`config.mk`:
```
export PLATFORM = sky130hd
export DESIGN_NAME = avalon_bus_arbiter
export DESIGN_NICKNAME = d
export VERILOG_FILES = /design/src/rtl/avalon_bus_arbiter.sv
export SDC_FILE = /design/constraint.sdc
export NUM_CORES = 1
export LEC_CHECK = 0
export CORE_AREA = 3 3 121 123
export CTS_BUF_LIST = sky130_fd_sc_hd__clkbuf_8
export DETAILED_ROUTE_END_ITERATION = 7
export DIE_AREA = 0 0 124 126
export MAX_ROUTING_LAYER = met4
export SLEW_MARGIN = 20
export SYNTH_ARGS = -nofsm -noshare
export SYNTH_HDL_FRONTEND = slang
export SYNTH_SLANG_ARGS = --single-unit
```
`constraint.sdc`:
```
create_clock -name clk -period 3.6 [get_ports clk]
set_input_delay 0.36 -clock clk [delete_from_list [all_inputs] [get_ports clk]]
set_output_delay 0.36 -clock clk [all_outputs]
set_load 0.005 [all_outputs]
```
`src/rtl/avalon_bus_arbiter.sv`:
```
// Two-master, one-slave Avalon-MM arbiter: whole-transfer grants with round-robin
// tie breaking, and an abort path for transfers the slave stalls indefinitely.
module avalon_bus_arbiter #(
    parameter int          TIMEOUT_CYCLES = 256,
    parameter logic [31:0] ABORT_RDATA    = 32'hFFFFFFFF
) (
    input  logic        clk,
    input  logic        reset,

    input  logic [31:0] m0_address,
    input  logic        m0_read,
    input  logic        m0_write,
    input  logic [31:0] m0_writedata,
    input  logic [3:0]  m0_byteenable,
    output logic [31:0] m0_readdata,
    output logic        m0_waitrequest,

    input  logic [31:0] m1_address,
    input  logic        m1_read,
    input  logic        m1_write,
    input  logic [31:0] m1_writedata,
    input  logic [3:0]  m1_byteenable,
    output logic [31:0] m1_readdata,
    output logic        m1_waitrequest,

    output logic [31:0] s_address,
    output logic        s_read,
    output logic        s_write,
    output logic [31:0] s_writedata,
    output logic [3:0]  s_byteenable,
    input  logic [31:0] s_readdata,
    input  logic        s_waitrequest,

    output logic [1:0]  grant,
    output logic        bus_timeout
);

    localparam int               CNT_W    = $clog2(TIMEOUT_CYCLES) + 1;
    localparam logic [CNT_W-1:0] CNT_LAST = CNT_W'(TIMEOUT_CYCLES - 1);

    typedef enum logic [2:0] {
        IDLE,
        OWN0,
        OWN1,
        ABORT0,
        ABORT1
    } state_t;

    state_t           state;
    logic             last_owner;
    logic [CNT_W-1:0] stall_cnt;
    logic             req0;
    logic             req1;
    logic             cur_req;

    assign req0    = m0_read | m0_write;
    assign req1    = m1_read | m1_write;
    assign cur_req = (state == OWN1) ? req1 : req0;

    // last_owner = 1 means m1 finished last, so m0 wins the next tie
    always_ff @(posedge clk or negedge reset) begin
        if (!reset) begin
            state       <= IDLE;
            last_owner  <= 1'b1;
            stall_cnt   <= '0;
            bus_timeout <= 1'b0;
        end else begin
            case (state)
                IDLE: begin
                    stall_cnt <= '0;
                    if (req0 && (!req1 || last_owner)) begin
                        state <= OWN0;
                    end else if (req1) begin
                        state <= OWN1;
                    end
                end
                OWN0, OWN1: begin
                    if (!cur_req) begin
                        state     <= IDLE;
                        stall_cnt <= '0;
                    end else if (!s_waitrequest) begin
                        state      <= IDLE;
                        last_owner <= (state == OWN1);
                        stall_cnt  <= '0;
                    end else if (stall_cnt == CNT_LAST) begin
                        state     <= (state == OWN1) ? ABORT1 : ABORT0;
                        stall_cnt <= '0;
                    end else begin
                        stall_cnt <= stall_cnt + CNT_W'(1);
                    end
                end
                ABORT0: begin
                    state       <= IDLE;
                    last_owner  <= 1'b0;
                    bus_timeout <= 1'b1;
                end
                ABORT1: begin
                    state       <= IDLE;
                    last_owner  <= 1'b1;
                    bus_timeout <= 1'b1;
                end
                default: state <= IDLE;
            endcase
        end
    end

    // Bus steering is decoded from state so reset silences the slave immediately
    always_comb begin
        s_address      = '0;
        s_read         = 1'b0;
        s_write        = 1'b0;
        s_writedata    = '0;
        s_byteenable   = '0;
        m0_readdata    = '0;
        m1_readdata    = '0;
        m0_waitrequest = 1'b1;
        m1_waitrequest = 1'b1;
        grant          = 2'b00;
        case (state)
            IDLE: begin
                m0_waitrequest = req0;
                m1_waitrequest = req1;
            end
            OWN0: begin
                s_address      = m0_address;
                s_read         = m0_read & ~m0_write;
                s_write        = m0_write;
                s_writedata    = m0_writedata;
                s_byteenable   = m0_byteenable;
                m0_waitrequest = s_waitrequest;
                m0_readdata    = s_readdata;
                grant          = 2'b01;
            end
            OWN1: begin
                s_address      = m1_address;
                s_read         = m1_read & ~m1_write;
                s_write        = m1_write;
                s_writedata    = m1_writedata;
                s_byteenable   = m1_byteenable;
                m1_waitrequest = s_waitrequest;
                m1_readdata    = s_readdata;
                grant          = 2'b10;
            end
            ABORT0: begin
                m0_waitrequest = 1'b0;
                m0_readdata    = ABORT_RDATA;
                grant          = 2'b01;
            end
            ABORT1: begin
                m1_waitrequest = 1'b0;
                m1_readdata    = ABORT_RDATA;
                grant          = 2'b10;
            end
            default: ;
        endcase
    end

endmodule

```
==> summary.md, run 1 <==
| Metric | Value |
|---|---|
| Initial antenna violation count | `0` |
| Critical-path cell list | `buf_4 -> inv_1 -> and3_1 -> buf_4 -> or2_2 -> clkdlybuf4s50_1` |
| Net Switching | `between 1000 and 1500 uW` |
| Clock Power Share | `0.049` |
| Register area share after synthesis | `0.1700` |
| CTS buffer count | `3` |
| Max Clock Skew | `roughly 0.0067 ns` |
| Worst hold slack | `0.5019 ns` |
| Critical path fanouts, max | `42` |
| Worst slew margin | `0.5659` |
| Die width | `124 microns` |
| Synth Register Bits | `14` |
| Ys async rst share | `1.000` |
| Worst EP arrival | `about 2.4 ns` |
| Max-Cap Viols | `0` |
| Boundary pin count | `between 300 and 400` |
| Detailed Routing Iterations Pass 1 | `4` |
| HPWL after DPL | `~13 mm` |
| Lkg Pwr | `~0.0023 uW` |
| CP max stage delay | `~0.45 ns` |
| Wire per inst | `just over 20 microns` |
| Mapped Area | `2068 sq um` |
| Residual DRC | `0` |
| I/O Buffers | `around 310` |
| CTS tree | `done` |
| Clock buffer depth | `2` |
| Worst skew pair latency | `between 0.2 and 0.25 ns` |
| Die area | `roughly 16000 sq um` |
| Worst setup EP type | `output port` |
| RePlAce Congestion | `slightly above 0.9` |
| Avg Vias per Cell | `between 4 and 5` |
| Final-report hold violation count | `0` |
| Worst path most repeated cell | `buf_4` |
| Final cycle utilization of the critical path | `0.7776` |
| Setup_tns | `0 ns` |
| Buffers & Inverters on Critical Path | `4` |
| YS warnings | `0` |
| Die Y | `roughly 130 microns` |
| Antenna-violating nets left | `0` |
| Fin area | `~5400 sq um` |
| Pin count of the biggest net entering global routing | `75` |
| Average size of a mapped cell | `6.987 sq um` |
| Row cnt | `43` |
| Final nets | `approximately 760` |
| Syn Nets | `between 400 and 500` |
| Top cells by area, synth | `a22o_1 30%, dfrtp_1 16%, nor2_1 13%, a21o_1 12%, clkbuf_1 3.3%` |
| Post-CTS Setup Repair Bufs | `0` |
| Post-synth top cells | `72 x nor2_1, 71 x a22o_1, 34 x a21o_1` |
| Synth area leader | `a22o_1` |
| Antenna Cells | `0` |
| Drt first-iter violations | `slightly above 200` |
| Wirelength, routed | `about 16 mm` |
| Slew Limit Fails | `0` |
| Clk slew on worst S/H paths | `around 0.06 ns` |
| Critical Path Slowest Stage Cell | `clkdlybuf4s50_1` |
| GRT overflow | `0` |
| Vias in the first global route | `3684` |
| F_max | `~360 MHz` |
| PwrDens | `roughly 570 nW/um^2` |
| Comb power frac | `0.878` |
| Number of synthesized flops with an enable pin | `0` |
| Worst setup SP type | `flop` |
| Core area | `13770 sq um` |
| Root Buffer | `clkbuf_8` |
| Sw Share | `0.3954` |
| Count leader, synth | `nor2_1` |
| Worst hold path class | `flop to flop` |
| Worst path top cell family by delay | `buffers and inverters` |
| Critical path type | `flop to output port` |
| Placed cell areas | `~5400 sq um` |
| Hold_buf cts | `0` |
| Global-route wire length before repair | `roughly 22 mm` |
| DR vias | `about 3600` |
| Minimum clock period | `~2.8 ns` |
| Worst slew pin tran | `~0.65 ns` |
| Resized Gates After CTS | `0` |
| Netlist cell types | `37` |
| RSZ-0062 raised after global routing | `no` |
| Synth Flop Type | `dfrtp_1` |
| Clk sinks | `14` |
| Gate Count Post-Synth | `296` |
| Tot GR Track Use | `0.1877` |
| Initial Util | `0.1502` |
| Layout cells sized above 1 | `0.02901` |
| Internal | `around 1900 uW` |
| Outcome | `finished clean` |
| Sequential share of power | `0.072` |
| H-tree Lvls | `1` |
| WP data required | `between 3 and 4 ns` |
| Synth top area share | `0.3007` |
| Finish-stage setup viols | `0` |
| Worst VDD drop | `between 0.2 and 0.25 mV` |
| P&R area growth vs syn | `162.5%` |
placed cells by master (no fill, tap or decap), drive strengths merged:
cell type	instances
a31oi	4
and3	2
a21oi	8
o211ai	1
a22o	71
nor2	72
inv	6
nor3	5
mux2i	1
nand3	4
nand4	1
buf	7
o22a	2
nor4	1
clkdlybuf4s50	313
o31ai	1
ha	1
a32oi	1
or2	2
nand2b	2
o21ai	7
dfrtp	13
o22ai	1
a21o	34
o21a	2
nor3b	2
o21bai	1
or3	3
a32o	1
nand3b	2
a211o	1
clkbuf	4
dfstp	1
nand2	8
a21boi	1
sequential cells by signal, summed over array words and instances, names as in the netlist:
register     count
stall_cnt        9
state            3
bus_timeout      1
last_owner       1
stage by stage:
stage | util | cells | power [uW] | setup slack (ns)
finish | 0.3942 | 766 | 3091 | 0.8005
floorplan | - | 296 | 1282 | 1.837
CTS | 0.3942 | 766 | 3127 | 0.7917
global route | 0.3942 | 766 | 3291 | 0.6480
global placement | 0.3902 | 762 | 2948 | 1.097
detailed placement | 0.3902 | 762 | 2937 | 1.064
logic make-up after synthesis:
kind of cell | after synthesis | share of synthesized area
mux | 1 | 0.004840
buf+inv | 40 | 0.07925
simple gates | 104 | 0.2172
flops | 14 | 0.1700
fa+ha+maj | 1 | 0.006049
compound gates | 136 | 0.5227
power groups by stage:
stage	Combinational [uW]	Sequential (uW)	Clock, uW
after global routing	2900	231	163
after floorplan	1070	212	0
after CTS	2750	223	155
after global placement	2730	222	0
final	2720	224	152
after detailed placement	2710	226	0
cell type report:
type	count	area (sq um)
fill	1399	8344
timing repair buffer	320	3211
multi-input combinational	242	1564
sequential	14	351.6
tap	180	225.2
clock buffer	4	55.05
inverter	6	22.52
worst paths after layout:
| check | cells after the start | from | slack [ns] | end |
|---|---|---|---|---|
| worst max-delay path | 6 | state[1] | 0.80 | grant[1] |
| worst min-delay path | 1 | bus_timeout | 0.50 | bus_timeout |
| worst max register to register | 5 | state[2] | 1.44 | stall_cnt[3] |
| worst min register to register | 1 | bus_timeout | 0.50 | bus_timeout |
| max in group asynchronous | 1 | reset | 2.66 | state[0] |
| min in group asynchronous | 1 | reset | 0.51 | stall_cnt[6] |
metal layers:
| layer | part of all wire | vias up | routed length, microns | global-route usage |
|---|---|---|---|---|
| li1 | - | 1681 | - | - |
| met1 | 0.41 | 1644 | 6392 | 0.2300 |
| met2 | 0.47 | 231 | 7390 | 0.3188 |
| met3 | 0.11 | 12 | 1659 | 0.04445 |
| met4 | 0.014 | 0 | 214 | 0.02835 |
| met5 | 0 | - | 0 | - |
Note: power is estimated with default switching activity, not from simulation.
==> run 2, diff against run 1 <==
CORE_AREA = 3 3 122 124   (was 3 3 121 123)
DIE_AREA = 0 0 125 127   (was 0 0 124 126)
clock period = 2.63 ns   (was 3.6 ns; I/O delays follow)
==> summary.md, run 2 (same netlist as run 1, synthesis figures left out) <==
| Metric | Value |
|---|---|
| Outcome | `finished clean` |
| Avg Vias per Cell | `4.701 (+0.93%)` |
| Reg with most FFs | `stall_cnt` |
| Pin count of the biggest net entering global routing | `74 (-1.3%)` |
| Worst setup SP type | `flop` |
| Wirelength, routed | `16.36 mm (+4.5%)` |
| Fin area | `5444 sq um (+0.28%)` |
| H-tree Lvls | `1 (unchanged)` |
| Resized Gates After CTS | `0 (unchanged)` |
| Layout cells sized above 1 | `0.02901 (unchanged)` |
| Critical-path cell list | `nor3b_4 -> buf_12 -> a22o_1 -> clkdlybuf4s50_1` |
| Worst EP arrival | `2.24 ns (-0.20 ns)` |
| Tot GR Track Use | `0.1945 (+0.006794)` |
| Fin util | `0.3922 (-0.001974)` |
| Clk sinks | `14 (unchanged)` |
| Worst VDD drop | `0.2961 mV (+25%)` |
| WP data required | `2.37 ns (-0.87 ns)` |
| Critical Path Slowest Stage Cell | `clkdlybuf4s50_1` |
| I/O Buffers | `313 (unchanged)` |
| Detailed Routing Iterations Pass 1 | `4 (unchanged)` |
| Worst path top cell family by delay | `buffers and inverters` |
| Max reg flops | `9 (unchanged)` |
| Setup_tns | `0 ns (unchanged)` |
| Finish-stage setup viols | `0 (unchanged)` |
| Boundary pin count | `314 (unchanged)` |
| Worst slew margin | `0.5482 (-0.01775)` |
| Initial Util | `0.1490 (-0.001164)` |
| Max Clock Skew | `0.005352 ns (-0.001300 ns)` |
| PwrDens | `776.6 nW/um^2 (+36%)` |
| Critical path type | `flop to output port` |
| Lkg Pwr | `0.002333 uW (+0.10%)` |
| Worst setup EP type | `output port` |
| Slew Limit Fails | `0 (unchanged)` |
| Largest regs | `stall_cnt x9, state x3` |
| Worst hold slack | `0.4207 ns (-0.08117 ns)` |
| RSZ-0062 raised after global routing | `no` |
| Final cycle utilization of the critical path | `0.9504` |
| Hold_buf cts | `0 (unchanged)` |
| HPWL after DPL | `13.30 mm (+4.8%)` |
| Commonest cells after routing, fill and taps aside | `313 x clkdlybuf4s50_1, 72 x nor2_1, 71 x a22o_1` |
| Initial antenna violation count | `1 (+1)` |
| Minimum clock period | `between 2 and 2.5 ns` |
| Global-route wire length before repair | `23.26 mm (+5.3%)` |
| DR vias | `3606 (+1.1%)` |
| CTS buffer count | `3 (unchanged)` |
| RePlAce Congestion | `1.030 (+11%)` |
| Die area | `15880 sq um (+1.6%)` |
| Final nets | `763 (unchanged)` |
| CP max stage delay | `0.60 ns (+0.15 ns)` |
| Row cnt | `43 (unchanged)` |
| Die width | `125 microns (+0.81%)` |
| Final-report hold violation count | `0 (unchanged)` |
| Placed cell areas | `5386 sq um (+0.23%)` |
| Wire per inst | `21.34 microns (+4.4%)` |
| Worst skew pair latency | `0.25 ns (about the same)` |
| Commonest non-fill, non-tap cell in the layout | `clkdlybuf4s50_1` |
| Root Buffer | `clkbuf_8` |
| Drt first-iter violations | `161 (-22%)` |
| Die Y | `127 microns (+0.79%)` |
| Core area | `13880 sq um (+0.78%)` |
| Residual DRC | `0 (unchanged)` |
| Worst hold path class | `input pin to async pin` |
| Vias in the first global route | `3663 (-0.57%)` |
| Antenna-violating nets left | `0 (unchanged)` |
| P&R area growth vs syn | `163.2%` |
| Clock buffer depth | `2 (unchanged)` |
| Worst slew pin tran | `0.6756 ns (+0.02654 ns)` |
| CTS tree | `done` |
| Clk slew on worst S/H paths | `0.07 ns (about the same)` |
| GRT overflow | `0 (unchanged)` |
| Post-CTS Setup Repair Bufs | `0 (unchanged)` |
| Critical path fanouts, max | `71 (+69%)` |
| Max-Cap Viols | `0 (unchanged)` |
| F_max | `400.1 MHz` |
| Buffers & Inverters on Critical Path | `2 (-2)` |
## run 2: changes by cell type in the layout (fill, tap and decap cells not counted), sizes merged
cell   change
diode      +1
## run 2: worst paths after layout
| kind | startpoint | end | slack, ns | cells past startpoint |
|---|---|---|---|---|
| setup / recovery | state[2] | s_byteenable[0] | 0.13 | 4 |
| max in group asynchronous | reset | state[1] | 1.78 | 1 |
| hold reg to reg | bus_timeout | bus_timeout | 0.49 | 1 |
| hold / removal | reset | stall_cnt[0] | 0.42 | 1 |
| setup reg to reg | state[0] | state[0] | 0.70 | 5 |
| min in group clk | bus_timeout | bus_timeout | 0.49 | 1 |
## run 2: layout make-up
class | count | area (sq um)
Antenna cell | 1 | 2.502
Clock buffer | 4 | 55.05
Fill cell | 1432 | 8437
Inverter | 6 | 22.52
Multi-Input combinational cell | 242 | 1564
Sequential cell | 14 | 351.6
Tap cell | 180 | 225.2
Timing Repair Buffer | 320 | 3223
## run 2: through the flow
stage	setup WS, ns	total power [uW]	std cells
2_1_floorplan	0.9645	1755	296
3_3_place_gp	0.4319	3997	762
3_5_place_dp	0.3769	4003	762
4_1_cts	0.1029	4263	766
5_1_grt	0.04558	4495	767
6_report	0.1306	4228	767
## run 2: report_power, final
group / internal, uW / switching, uW
clock network: 133 / 86.6
logic: 2170 / 1520
registers: 259 / 50.8
## run 2: worst reg2reg max path: cells and delay by family, from the launching register on
| family | cells | cell delay [ns] |
|---|---|---|
| DFF | 1 | 0.50 |
| buffers and inverters | 1 | 0.33 |
| AOI/OAI and AO/OA | 3 | 0.69 |
| and+or+nand+nor | 1 | 0.30 |
## run 2: metal layers
| layer | wire length [microns] | up-vias | GRT usage | part of all wire |
|---|---|---|---|---|
| met2 | 8122 | 233 | 0.3391 | 0.50 |
| met3 | 1601 | 22 | 0.06313 | 0.098 |
| met1 | 6028 | 1674 | 0.2072 | 0.37 |
| li1 | - | 1677 | - | - |
| met5 | 0 | - | - | 0 |
| met4 | 612 | 0 | 0.07143 | 0.037 |
